==> src/rtl/serdesphy_pcs_pkg.sv <==
// Shared constants and types for the SERDES PHY PCS transmit path.
// Holds engine state encoding, PRBS7 seed/taps and the default idle word.
// No logic; imported by the PCS TX top and its sub-modules.
package serdesphy_pcs_pkg;

    // Engine state encoding (one bit, kept as plain constants for older tools)
    localparam logic [0:0] ST_OFF = 1'b0;
    localparam logic [0:0] ST_RUN = 1'b1;

    typedef enum logic [0:0] {
        ENG_OFF = ST_OFF,
        ENG_RUN = ST_RUN
    } eng_state_e;

    // PRBS7, x^7 + x^6 + 1: feedback is s[6] ^ s[5], output bit is s[6]
    localparam logic [6:0] PRBS7_SEED  = 7'h7F;
    localparam int         PRBS7_TAP_A = 6;
    localparam int         PRBS7_TAP_B = 5;

    // Idle word, zero-extended (or truncated) to the datapath width by the user
    localparam logic [3:0] IDLE_WORD_DEF = 4'b1010;

endpackage

==> src/rtl/serdesphy_sync_fifo.sv <==
// Single-clock FIFO with synchronous flush.
// Latency: a pushed word is visible at dout/empty after one edge.
// Backpressure: push is dropped when full unless a pop happens on the same edge.
//
// Ports: clk, rst_n (async active-low), flush (empties on next edge),
//        push/din (write), pop (read head), dout (head word),
//        full/empty (level flags derived from the registered count).
module serdesphy_sync_fifo #(
    parameter int WIDTH = 4,
    parameter int DEPTH = 8
) (
    input  logic             clk,
    input  logic             rst_n,
    input  logic             flush,
    input  logic             push,
    input  logic             pop,
    input  logic [WIDTH-1:0] din,
    output logic [WIDTH-1:0] dout,
    output logic             full,
    output logic             empty
);

    localparam int PTR_W = $clog2(DEPTH);
    localparam int CNT_W = $clog2(DEPTH) + 1;

    logic [WIDTH-1:0] mem [DEPTH];
    logic [PTR_W-1:0] wr_ptr;
    logic [PTR_W-1:0] rd_ptr;
    logic [CNT_W-1:0] count;
    logic             do_push;
    logic             do_pop;

    assign full    = (count == CNT_W'(DEPTH));
    assign empty   = (count == '0);
    assign do_pop  = pop && !empty;
    // A push into a full FIFO is legal when the head leaves on the same edge
    assign do_push = push && (!full || do_pop);
    assign dout    = mem[rd_ptr];

    always_ff @(posedge clk or negedge rst_n) begin
        if (!rst_n) begin
            wr_ptr <= '0;
            rd_ptr <= '0;
            count  <= '0;
        end else if (flush) begin
            wr_ptr <= '0;
            rd_ptr <= '0;
            count  <= '0;
        end else begin
            if (do_push) begin
                wr_ptr <= wr_ptr + PTR_W'(1);
            end
            if (do_pop) begin
                rd_ptr <= rd_ptr + PTR_W'(1);
            end
            case ({do_push, do_pop})
                2'b10:   count <= count + CNT_W'(1);
                2'b01:   count <= count - CNT_W'(1);
                default: count <= count;
            endcase
        end
    end

    // Storage needs no reset; contents are qualified by the count
    always_ff @(posedge clk) begin
        if (do_push && !flush) begin
            mem[wr_ptr] <= din;
        end
    end

endmodule

==> src/rtl/serdesphy_pcs_tx.sv <==
// PCS TX: buffers protocol words, picks FIFO/idle/PRBS7 per word, serialises MSB-first.
// Latency: first bit on the edge tx_en is sampled high; FIFO word eligible one edge after write.
// Backpressure: tx_ready = !full && tx_fifo_en; writes into a full FIFO set sticky tx_overflow.
//
// Ports: clk_240m_tx / rst_n_240m_tx (async active-low); control tx_en, tx_fifo_en,
//        tx_prbs_en, tx_idle, tx_data_sel, sticky_clr; write side tx_data/tx_valid/tx_ready;
//        serial side tx_serial_data/tx_serial_valid; status tx_idle_pattern, tx_fifo_full,
//        tx_fifo_empty, tx_overflow, tx_underflow, tx_active, tx_error.
// Build option: SERDESPHY_PCS_TX_PRBS_EN adds the PRBS7 generator and PRBS source select;
//        without it tx_prbs_en and tx_data_sel have no effect.
module serdesphy_pcs_tx
    import serdesphy_pcs_pkg::*;
#(
    parameter int                DATA_W     = 4,
    parameter int                FIFO_DEPTH = 8,
    parameter logic [DATA_W-1:0] IDLE_WORD  = DATA_W'(IDLE_WORD_DEF)
) (
    input  logic              clk_240m_tx,
    input  logic              rst_n_240m_tx,
    input  logic              tx_en,
    input  logic              tx_fifo_en,
    input  logic              tx_prbs_en,
    input  logic              tx_idle,
    input  logic              tx_data_sel,
    input  logic              sticky_clr,
    input  logic [DATA_W-1:0] tx_data,
    input  logic              tx_valid,
    output logic              tx_ready,
    output logic              tx_serial_data,
    output logic              tx_serial_valid,
    output logic              tx_idle_pattern,
    output logic              tx_fifo_full,
    output logic              tx_fifo_empty,
    output logic              tx_overflow,
    output logic              tx_underflow,
    output logic              tx_active,
    output logic              tx_error
);

    localparam int                CNT_W    = $clog2(DATA_W);
    localparam logic [CNT_W-1:0]  CNT_LAST = CNT_W'(DATA_W - 1);

    logic [0:0]        state;
    logic [CNT_W-1:0]  bit_cnt;
    logic [DATA_W-1:0] shift_q;
    logic              ser_vld_q;
    logic              idle_pat_q;
    logic              active_q;
    logic              ovf_q;
    logic              udf_q;

    logic [DATA_W-1:0] fifo_dout;
    logic              fifo_full;
    logic              fifo_empty;
    logic              fifo_push;
    logic              fifo_pop;

    logic              load;
    logic [DATA_W-1:0] load_word;
    logic              load_idle;
    logic              udf_set;
    logic              ovf_set;

    // ------------------------------------------------------------------
    // Input FIFO; a low tx_fifo_en flushes it and blocks writes
    // ------------------------------------------------------------------
    assign fifo_push = tx_valid && tx_fifo_en && (!fifo_full || fifo_pop);
    assign ovf_set   = tx_valid && tx_fifo_en && fifo_full && !fifo_pop;

    serdesphy_sync_fifo #(
        .WIDTH (DATA_W),
        .DEPTH (FIFO_DEPTH)
    ) u_fifo (
        .clk   (clk_240m_tx),
        .rst_n (rst_n_240m_tx),
        .flush (!tx_fifo_en),
        .push  (fifo_push),
        .pop   (fifo_pop),
        .din   (tx_data),
        .dout  (fifo_dout),
        .full  (fifo_full),
        .empty (fifo_empty)
    );

    // A word is loaded on the enable edge and on every counter wrap
    assign load = tx_en && ((state == ST_OFF) || (bit_cnt == CNT_LAST));

`ifdef SERDESPHY_PCS_TX_PRBS_EN
    // ------------------------------------------------------------------
    // PRBS7: a whole word of DATA_W steps is produced per load
    // ------------------------------------------------------------------
    logic [6:0]        prbs_q;
    logic [6:0]        prbs_next;
    logic [DATA_W-1:0] prbs_word;
    logic              prbs_step;

    always_comb begin
        logic [6:0] s;
        s         = prbs_q;
        prbs_word = '0;
        for (int i = DATA_W - 1; i >= 0; i--) begin
            prbs_word[i] = s[6];
            s = {s[5:0], s[PRBS7_TAP_A] ^ s[PRBS7_TAP_B]};
        end
        prbs_next = s;
    end

    always_ff @(posedge clk_240m_tx or negedge rst_n_240m_tx) begin
        if (!rst_n_240m_tx) begin
            prbs_q <= PRBS7_SEED;
        end else if (!tx_prbs_en) begin
            prbs_q <= PRBS7_SEED;
        end else if (prbs_step) begin
            prbs_q <= prbs_next;
        end
    end
`else
    logic unused_prbs_ctrl;
    assign unused_prbs_ctrl = tx_prbs_en ^ tx_data_sel;
`endif

    // ------------------------------------------------------------------
    // Load source selection: idle > PRBS > FIFO > idle (underrun)
    // The FIFO is sampled from registered flags, so a push on the load
    // edge of an empty FIFO is not bypassed to the serialiser.
    // ------------------------------------------------------------------
    always_comb begin
        load_word = IDLE_WORD;
        load_idle = 1'b1;
        fifo_pop  = 1'b0;
        udf_set   = 1'b0;
`ifdef SERDESPHY_PCS_TX_PRBS_EN
        prbs_step = 1'b0;
`endif
        if (load) begin
            if (tx_idle) begin
                load_word = IDLE_WORD;
            end
`ifdef SERDESPHY_PCS_TX_PRBS_EN
            else if (tx_data_sel) begin
                // A stopped generator falls back to the idle word
                if (tx_prbs_en) begin
                    load_word = prbs_word;
                    load_idle = 1'b0;
                    prbs_step = 1'b1;
                end
            end
`endif
            else if (!fifo_empty) begin
                load_word = fifo_dout;
                load_idle = 1'b0;
                fifo_pop  = 1'b1;
            end else begin
                // Running dry only counts as an underrun once real data has flowed
                udf_set = active_q;
            end
        end
    end

    // ------------------------------------------------------------------
    // Serialiser engine
    // ------------------------------------------------------------------
    always_ff @(posedge clk_240m_tx or negedge rst_n_240m_tx) begin
        if (!rst_n_240m_tx) begin
            state      <= ST_OFF;
            bit_cnt    <= '0;
            shift_q    <= '0;
            ser_vld_q  <= 1'b0;
            idle_pat_q <= 1'b0;
        end else if (load) begin
            state      <= ST_RUN;
            bit_cnt    <= '0;
            shift_q    <= load_word;
            ser_vld_q  <= 1'b1;
            idle_pat_q <= load_idle;
        end else if (state == ST_RUN) begin
            if (!tx_en) begin
                // Abort: partial word is discarded, FIFO untouched
                state      <= ST_OFF;
                bit_cnt    <= '0;
                shift_q    <= '0;
                ser_vld_q  <= 1'b0;
                idle_pat_q <= 1'b0;
            end else begin
                bit_cnt <= bit_cnt + CNT_W'(1);
                shift_q <= {shift_q[DATA_W-2:0], 1'b0};
            end
        end
    end

    // ------------------------------------------------------------------
    // Status: tx_active drops whenever the engine is (or goes) off;
    // sticky flags give priority to a set over a clear.
    // ------------------------------------------------------------------
    always_ff @(posedge clk_240m_tx or negedge rst_n_240m_tx) begin
        if (!rst_n_240m_tx) begin
            active_q <= 1'b0;
            ovf_q    <= 1'b0;
            udf_q    <= 1'b0;
        end else begin
            if (!tx_en) begin
                active_q <= 1'b0;
            end else if (fifo_pop) begin
                active_q <= 1'b1;
            end
            ovf_q <= ovf_set | (ovf_q & !sticky_clr);
            udf_q <= udf_set | (udf_q & !sticky_clr);
        end
    end

    assign tx_ready        = !fifo_full && tx_fifo_en;
    assign tx_serial_data  = shift_q[DATA_W-1];
    assign tx_serial_valid = ser_vld_q;
    assign tx_idle_pattern = idle_pat_q;
    assign tx_fifo_full    = fifo_full;
    assign tx_fifo_empty   = fifo_empty;
    assign tx_overflow     = ovf_q;
    assign tx_underflow    = udf_q;
    assign tx_active       = active_q;
    assign tx_error        = ovf_q | udf_q;

endmodule

==> config.mk <==
export PLATFORM = sky130hd
export DESIGN_NAME = serdesphy_pcs_tx
export DESIGN_NICKNAME = d
export VERILOG_FILES = /design/src/rtl/serdesphy_pcs_pkg.sv /design/src/rtl/serdesphy_sync_fifo.sv /design/src/rtl/serdesphy_pcs_tx.sv
export SDC_FILE = /design/constraint.sdc
export NUM_CORES = 1
export LEC_CHECK = 0
export BUFFER_PORTS_ARGS = -buffer_cell sky130_fd_sc_hd__buf_2
export CAP_MARGIN = 10
export CELL_PAD_IN_SITES_DETAIL_PLACEMENT = 0
export CELL_PAD_IN_SITES_GLOBAL_PLACEMENT = 1
export CORE_AREA = 2 2 79 81
export CTS_CLUSTER_SIZE = 12
export DETAILED_ROUTE_END_ITERATION = 10
export DIE_AREA = 0 0 81 83
export GPL_TIMING_DRIVEN = 0
export HOLD_SLACK_MARGIN = 0.1
export PLACE_DENSITY_LB_ADDON = 0.2
export SYNTH_ARGS = -nofsm -noshare
export SYNTH_HDL_FRONTEND = slang
export SYNTH_SLANG_ARGS = --single-unit
==> constraint.sdc <==
create_clock -name clk_240m_tx -period 2.4 [get_ports clk_240m_tx]
set_input_delay 0.36 -clock clk_240m_tx [delete_from_list [all_inputs] [get_ports clk_240m_tx]]
set_output_delay 0.36 -clock clk_240m_tx [all_outputs]
set_load 0.1 [all_outputs]
# ---- Yosys cells after proc, flatten, opt, wreduce, memory -nomap -nowiden
# Memory sizes are Yosys's and may differ from the RTL's.
# Cells that the tools add are included.
dict set report word_totals {
  reg_bits 22
  mem_bits_rw 32
  inputBits 13
  out_inout_bits 10
  elab_cells 84
  memories 1
}
dict set report classes {
  n_addsub 5
  eq_ne 9
  muxes 33
  bitwise 6
  n_reduce_logical 19
}
# name depth word_bits read_ports rd_ports_with_merged_regs write_ports line_no
set memory_table {}
lappend memory_table {u_fifo.mem 8 4 1 0 1 serdesphy_sync_fifo.sv:26} ;# logic [WIDTH-1:0] mem [DEPTH];
# cell n
set op_table {}
lappend op_table {{two-way mux 4 bit} 6}
lappend op_table {{two-way mux 1 bit} 19}
lappend op_table {{two-way mux 3 bit} 4}
lappend op_table {{logical AND 1 bit} 9}
lappend op_table {{!= test 2 x 1 -> 1 bit, second input constant} 4}
lappend op_table {{case mux 4 bit (2 select lines)} 1}
lappend op_table {{adder 3 x 1 -> 3 bit, second input constant} 2}
lappend op_table {{two-way mux 2 bit} 3}
lappend op_table {{adder 4 x 1 -> 4 bit, second input constant} 1}
lappend op_table {{== test 2 bit, second input constant} 2}
lappend op_table {{== test 4 bit, second input constant} 1}
lappend op_table {{zero test 1 bit} 4}
lappend op_table {{zero test 4 bit} 1}
lappend op_table {{subtractor 4 x 1 -> 4 bit, second input constant} 1}
lappend op_table {{logical OR 1 bit} 3}
lappend op_table {{!= test 3 x 1 -> 1 bit, second input constant} 1}
lappend op_table {{bitwise OR 1 bit} 3}
lappend op_table {{adder 2 x 1 -> 2 bit, second input constant} 1}
lappend op_table {{bitwise AND 1 bit} 2}
lappend op_table {{== test 2 x 1 -> 1 bit, second input constant} 1}
lappend op_table {{AND reduction 2 bit} 1}
lappend op_table {{nonzero test 2 bit} 1}
lappend op_table {{inverter 1 bit} 1}

# ---- Depth between registers and ports, before layout
dict set report logic_depth {
  word_depth 10
  mapped_depth 10
  depth_no_buf 8
}

# ---- Hierarchy
# A second synthesis with hierarchy kept.
dict set report hier_totals {
  cells_unflattened 174
  area_unflattened_um2 2456.1
}
# mod instances cells_each area_per_inst_um2 seq_area_each_um2
set modules_own_cells {}
lappend modules_own_cells {serdesphy_sync_fifo 1 123 1911.8 1211.2}
lappend modules_own_cells {serdesphy_pcs_tx 1 51 544.3 300.3}

# ---- Least setup slack after synthesis
# OpenSTA, ideal clock, no wires.
dict set report synth_path {
  kind {register to output}
  from {register u_fifo.count[1]}
  to {output tx_ready}
  t_arrival_ns 3.667
  required_time_ns 2.040
  slack_ns -1.627
  path_stages_with_launch 4
  path_buffers 1
  cell_sequence {dfrtp_1 buf_6 nor4b_2 nor2_1}
}
dict set report synth_between {
  elab_chain_cells 3
}
# element line_no
set synth_rtl {}
lappend synth_rtl {{start, declared} serdesphy_sync_fifo.sv:29} ;# logic [CNT_W-1:0] count;
lappend synth_rtl {{start signal, assigned} serdesphy_sync_fifo.sv:57} ;# 2'b10: count <= count + CNT_W'(1);
lappend synth_rtl {{start signal, assigned} serdesphy_sync_fifo.sv:58} ;# 2'b01: count <= count - CNT_W'(1);
lappend synth_rtl {{start signal, assigned} serdesphy_sync_fifo.sv:59} ;# default: count <= count;
lappend synth_rtl {{== test 4 bit} serdesphy_sync_fifo.sv:33} ;# assign full = (count == CNT_W'(DEPTH));
lappend synth_rtl {{net tx_fifo_full} serdesphy_pcs_tx.sv:32} ;# output logic tx_fifo_full,
lappend synth_rtl {{zero test 1 bit} serdesphy_pcs_tx.sv:211} ;# assign tx_ready = !fifo_full && tx_fifo_en;
lappend synth_rtl {{logical AND 1 bit} serdesphy_pcs_tx.sv:211}
lappend synth_rtl {{end, declared} serdesphy_pcs_tx.sv:28} ;# output logic tx_ready,
# The timed path passes the listed nets, and every way through them passes these cells.

# ---- Worst setup path after layout
dict set report layout_path {
  from {register u_fifo.count[1]}
  to {register u_fifo.count[2]}
}
dict set report layout_between {
  elab_chain_cells 10
  word_cells_on_any_way 19
  classes_between {add/sub (2); eq/ne (4); mux (5); reduce/logical (8)}
}
# element line_no
set layout_rtl {}
lappend layout_rtl {{zero test 4 bit} serdesphy_sync_fifo.sv:34} ;# assign empty = (count == '0);
lappend layout_rtl {{two-way mux 1 bit} serdesphy_pcs_tx.sv:149} ;# else if (!fifo_empty) begin
lappend layout_rtl {{two-way mux 1 bit} serdesphy_pcs_tx.sv:136} ;# if (tx_idle) begin
lappend layout_rtl {{two-way mux 1 bit} serdesphy_pcs_tx.sv:135} ;# if (load) begin
lappend layout_rtl {{logical OR 1 bit / logical AND 1 bit (equally long branches)} {serdesphy_pcs_tx.sv:67, serdesphy_sync_fifo.sv:35}}
lappend layout_rtl {{logical AND 1 bit / logical OR 1 bit (equally long branches)} {serdesphy_pcs_tx.sv:67, serdesphy_sync_fifo.sv:37}}
lappend layout_rtl {{logical AND 1 bit} serdesphy_sync_fifo.sv:37} ;# assign do_push = push && (!full || do_pop);
lappend layout_rtl {{== test 2 x 1 -> 1 bit / == test 2 bit (equally long branches)} serdesphy_sync_fifo.sv:56} ;# case ({do_push, do_pop})
lappend layout_rtl {{case mux 4 bit (2 select lines)} serdesphy_sync_fifo.sv:56}
lappend layout_rtl {{two-way mux 4 bit} serdesphy_sync_fifo.sv:45} ;# end else if (flush) begin
# Parallel ways exist; a longest one is shown, timed or not.
# A chain may end at the register's enable or synchronous reset.

==> impl_metrics.py <==
metrics = {
    "route": {
        "dr.pass1.iters": 4,
        "vias_per_cell": 5.49,
        "drc": 0,
        "drt_iter0_markers": 95,
        "wirelength_um": 5070,
        "wl_per_cell_um": 17.1,
        "drtAntennaViolNets": 0,
        "via_count": 1631,
    },
    "die": {
        "coreArea_um2": 5820,
        "dieArea_um2": 6720,
        "ios": 23,
        "die_w_um": 81,
        "rows": 28,
        "initial_core_util": 0.437,
        "die_h_um": 83,
    },
    "global_route": {
        "first_global_vias": 1651,
        "grt_pass1_wl_um": 8450,
        "grt_use_total": 0.164,
        "antenna_found_initial": 0,
        "grt_remaining_overflow": 0,
        "grt_max_degree": 23,
    },
    "clock_network": {
        "cts_sinks": 54,
        "numCtsBuffers": 5,
        "cts-root-buf": "clkbuf_8",
        "clk_pin_slew_ps": 100,
        "cts_tree": "built",
        "cts_buffer_depth": 2,
        "cts-htree-levels": 2,
        "worstSkewPairLatency_ps": 300,
    },
    "timing": {
        "setup_violations": 0,
        "rsz0062_at_grt": "true",
        "skew_ps": 10.5,
        "tightest_slew_ps": 533,
        "post-route-min-period_ps": 2370,
        "final_hold_viol_count": 0,
        "setup_tns_ps": 0,
        "period_share": 0.987,
        "relSlewSlack": 0.645,
        "drv_slew": 0,
        "fmax_ghz": 0.422,
    },
    "logic_synthesis": {
        "netlist_area_um2": 2540,
        "synth_edf_count": 32,
        "synth_top_family_by_area": "simple AND/OR/NAND/NOR gates",
        "synthMuxAreaShare": 0.0950,
        "synth_top_area_frac": 0.378,
        "synthArstFlopShare": 0.407,
        "synth-compound-area-share": 0.0970,
        "synth-xor-area-share": 0.0103,
        "synth_area_leaders": "edfxtp_1 38%, dfrtp_1 22%, mux4_2 7.1%",
        "ys.flop_type": "edfxtp_1",
        "synth_nets": 206,
        "avgSynthCellArea_um2": 13.5,
        "synth_cells": 188,
        "synth_adder_area_share": 0.0246,
        "synth-seq-cells": 54,
        "yosysSeqAreaShare": 0.595,
        "synth_top_cell_by_area": "edfxtp_1",
        "synth_simple_gate_area_frac": 0.148,
        "ys_warn_count": 0,
        "synth.distinct_cells": 49,
    },
    "worst_setup_path": {
        "cp_cell_sequence": "buf_6 -> or4_4 -> clkinv_8 -> nor4_4 -> ha_4 -> nand2_1 -> or4_4 -> o2111ai_2 -> a21oi_1",
        "worstSetupEndpointType": "register",
        "slowest_stage": "or4_4",
        "arrival_ps": 2560,
        "required_ps": 2590,
        "cpPeakStageDelay_ps": 580,
        "worstSetupPathType": "register to register",
        "cpMostUsedCell": "or4_4",
        "crit_fanout": 8,
        "crit_path_start_kind": "register",
    },
    "cells_and_area": {
        "syn2layout_area_growth_pct": 18.1,
        "final_util": 0.516,
        "final_area_um2": 3000,
        "diodes": 0,
        "drive_above_1_share": 0.311,
        "nets": 239,
        "final_cell_mix": "32 x edfxtp_1, 21 x dfrtp_1, 20 x buf_2, 15 x nand2_1, 8 x mux4_2",
        "final_common_cell": "edfxtp_1",
    },
    "flow_run": {
        "drv_cap": 0,
    },
    "power": {
        "ir_worst_vdd_mv": 0.254,
        "powerDensity_nw_per_um2": 717,
        "leakagePower_uw": 0.00110,
    },
    "placed_design": {
        "numPortBuffers": 19,
        "place_area_um2": 2780,
        "place_congestion": 0.816,
        "dp_hpwl_um": 3640,
    },
    "worst_hold_path": {
        "hold_path_class": "input port to register",
    },
    "status": {
        "status": "completed",
    },
}
==> synth_stat cells, types with 3 or more instances <==
cell	number
clkbuf_1	6
dfrtp_1	22
nand3_1	5
nor2b_1	5
nor2_1	13
or3_1	3
ha_1	5
o21ai_0	7
nand2b_1	6
nand2_1	15
o22ai_1	3
nor3_1	6
mux4_2	8
edfxtp_1	32
a21oi_1	7
mux2i_1	5
==> worst paths after layout <==
path	startpoint	end	slack, ps	cells past startpoint
min reg2reg	bit_cnt[0]	bit_cnt[0]	510	1
max in group asynchronous	rst_n_240m_tx	u_fifo.count[2]	1460	2
max reg2reg	u_fifo.count[1]	u_fifo.count[2]	30	9
min	sticky_clr	tx_overflow	270	2
min in group asynchronous	rst_n_240m_tx	tx_idle_pattern	560	2
max	u_fifo.count[1]	u_fifo.count[2]	30	9
==> layer usage <==
metal,vias to the layer above,part of all wire,global-route usage
met5,-,0,0
met4,0,0.0099,0.0416
li1,779,-,-
met1,817,0.45,0.246
met2,31,0.50,0.248
met3,4,0.034,0.0304
==> metrics by stage <==
step | std cells | total power (µW) | setup slack, ps | hold slack [ps]
6_report | 297 | 2150 | 31.5 | 266
5_1_grt | 297 | 2250 | -49.5 | 277
4_1_cts | 291 | 2130 | 17.1 | 249
3_5_place_dp | 282 | 1520 | -299 | 369
3_3_place_gp | 282 | 1510 | -232 | 345
2_1_floorplan | 188 | 1420 | -539 | 64.4
==> registers in the layout (all words and copies together), names as in the netlist <==
signal	cells
bit_cnt	2
shift_q	4
state	1
u_fifo.mem	32
tx_idle_pattern	1
u_fifo.rd_ptr	3
tx_serial_valid	1
u_fifo.count	4
u_fifo.wr_ptr	3
tx_active	1
tx_underflow	1
tx_overflow	1
==> layout make-up <==
class / count / area (µm²)
fillers: 530 / 2820
clock inverters: 3 / 42.5
plain buffers: 8 / 42.5
well taps: 75 / 93.8
multi-input cells: 121 / 1050
clock buffers: 5 / 68.8
repair buffers: 27 / 158
flip-flops and latches: 54 / 1510
inverters: 4 / 27.5
==> worst max-delay path: cells and delay by family (launching register included) <==
family                   cells  cell delay [ps]
AND/OR/NAND/NOR              4             1120
flip-flops                   1              390
adder cells (fa/ha/maj)      1              320
buffers and inverters        2              230
AO/OA/AOI/OAI                2              190
==> report_power, final <==
part / leakage, µW / internal [µW] / switching [µW]
Clock: 0.0000562 / 311 / 299
Sequential: 0.000580 / 1020 / 33.6
Combinational: 0.000465 / 157 / 328
==> logic make-up (layout without fill, tap and decap cells) <==
| logic type | Yosys count | in the layout |
|---|---|---|
| AOI/OAI and AO/OA | 34 | 34 |
| xor gates and xnor gates | 3 | 3 |
| adders and majority gates | 5 | 5 |
| buffers and inverters | 13 | 47 |
| DFF | 54 | 54 |
| muxes | 14 | 14 |
| and+or+nand+nor | 65 | 65 |
==> repair_timing <==
item                                   CTS  global route
resized for setup                        7             5
setup endpoints to repair               22            22
pin swaps                                1             2
endpoints found under the hold margin   22             0
setup buffers                            0             8
gates cloned                             0             0
hold buffers                             1             0
Power figures use the tool's default switching activity.
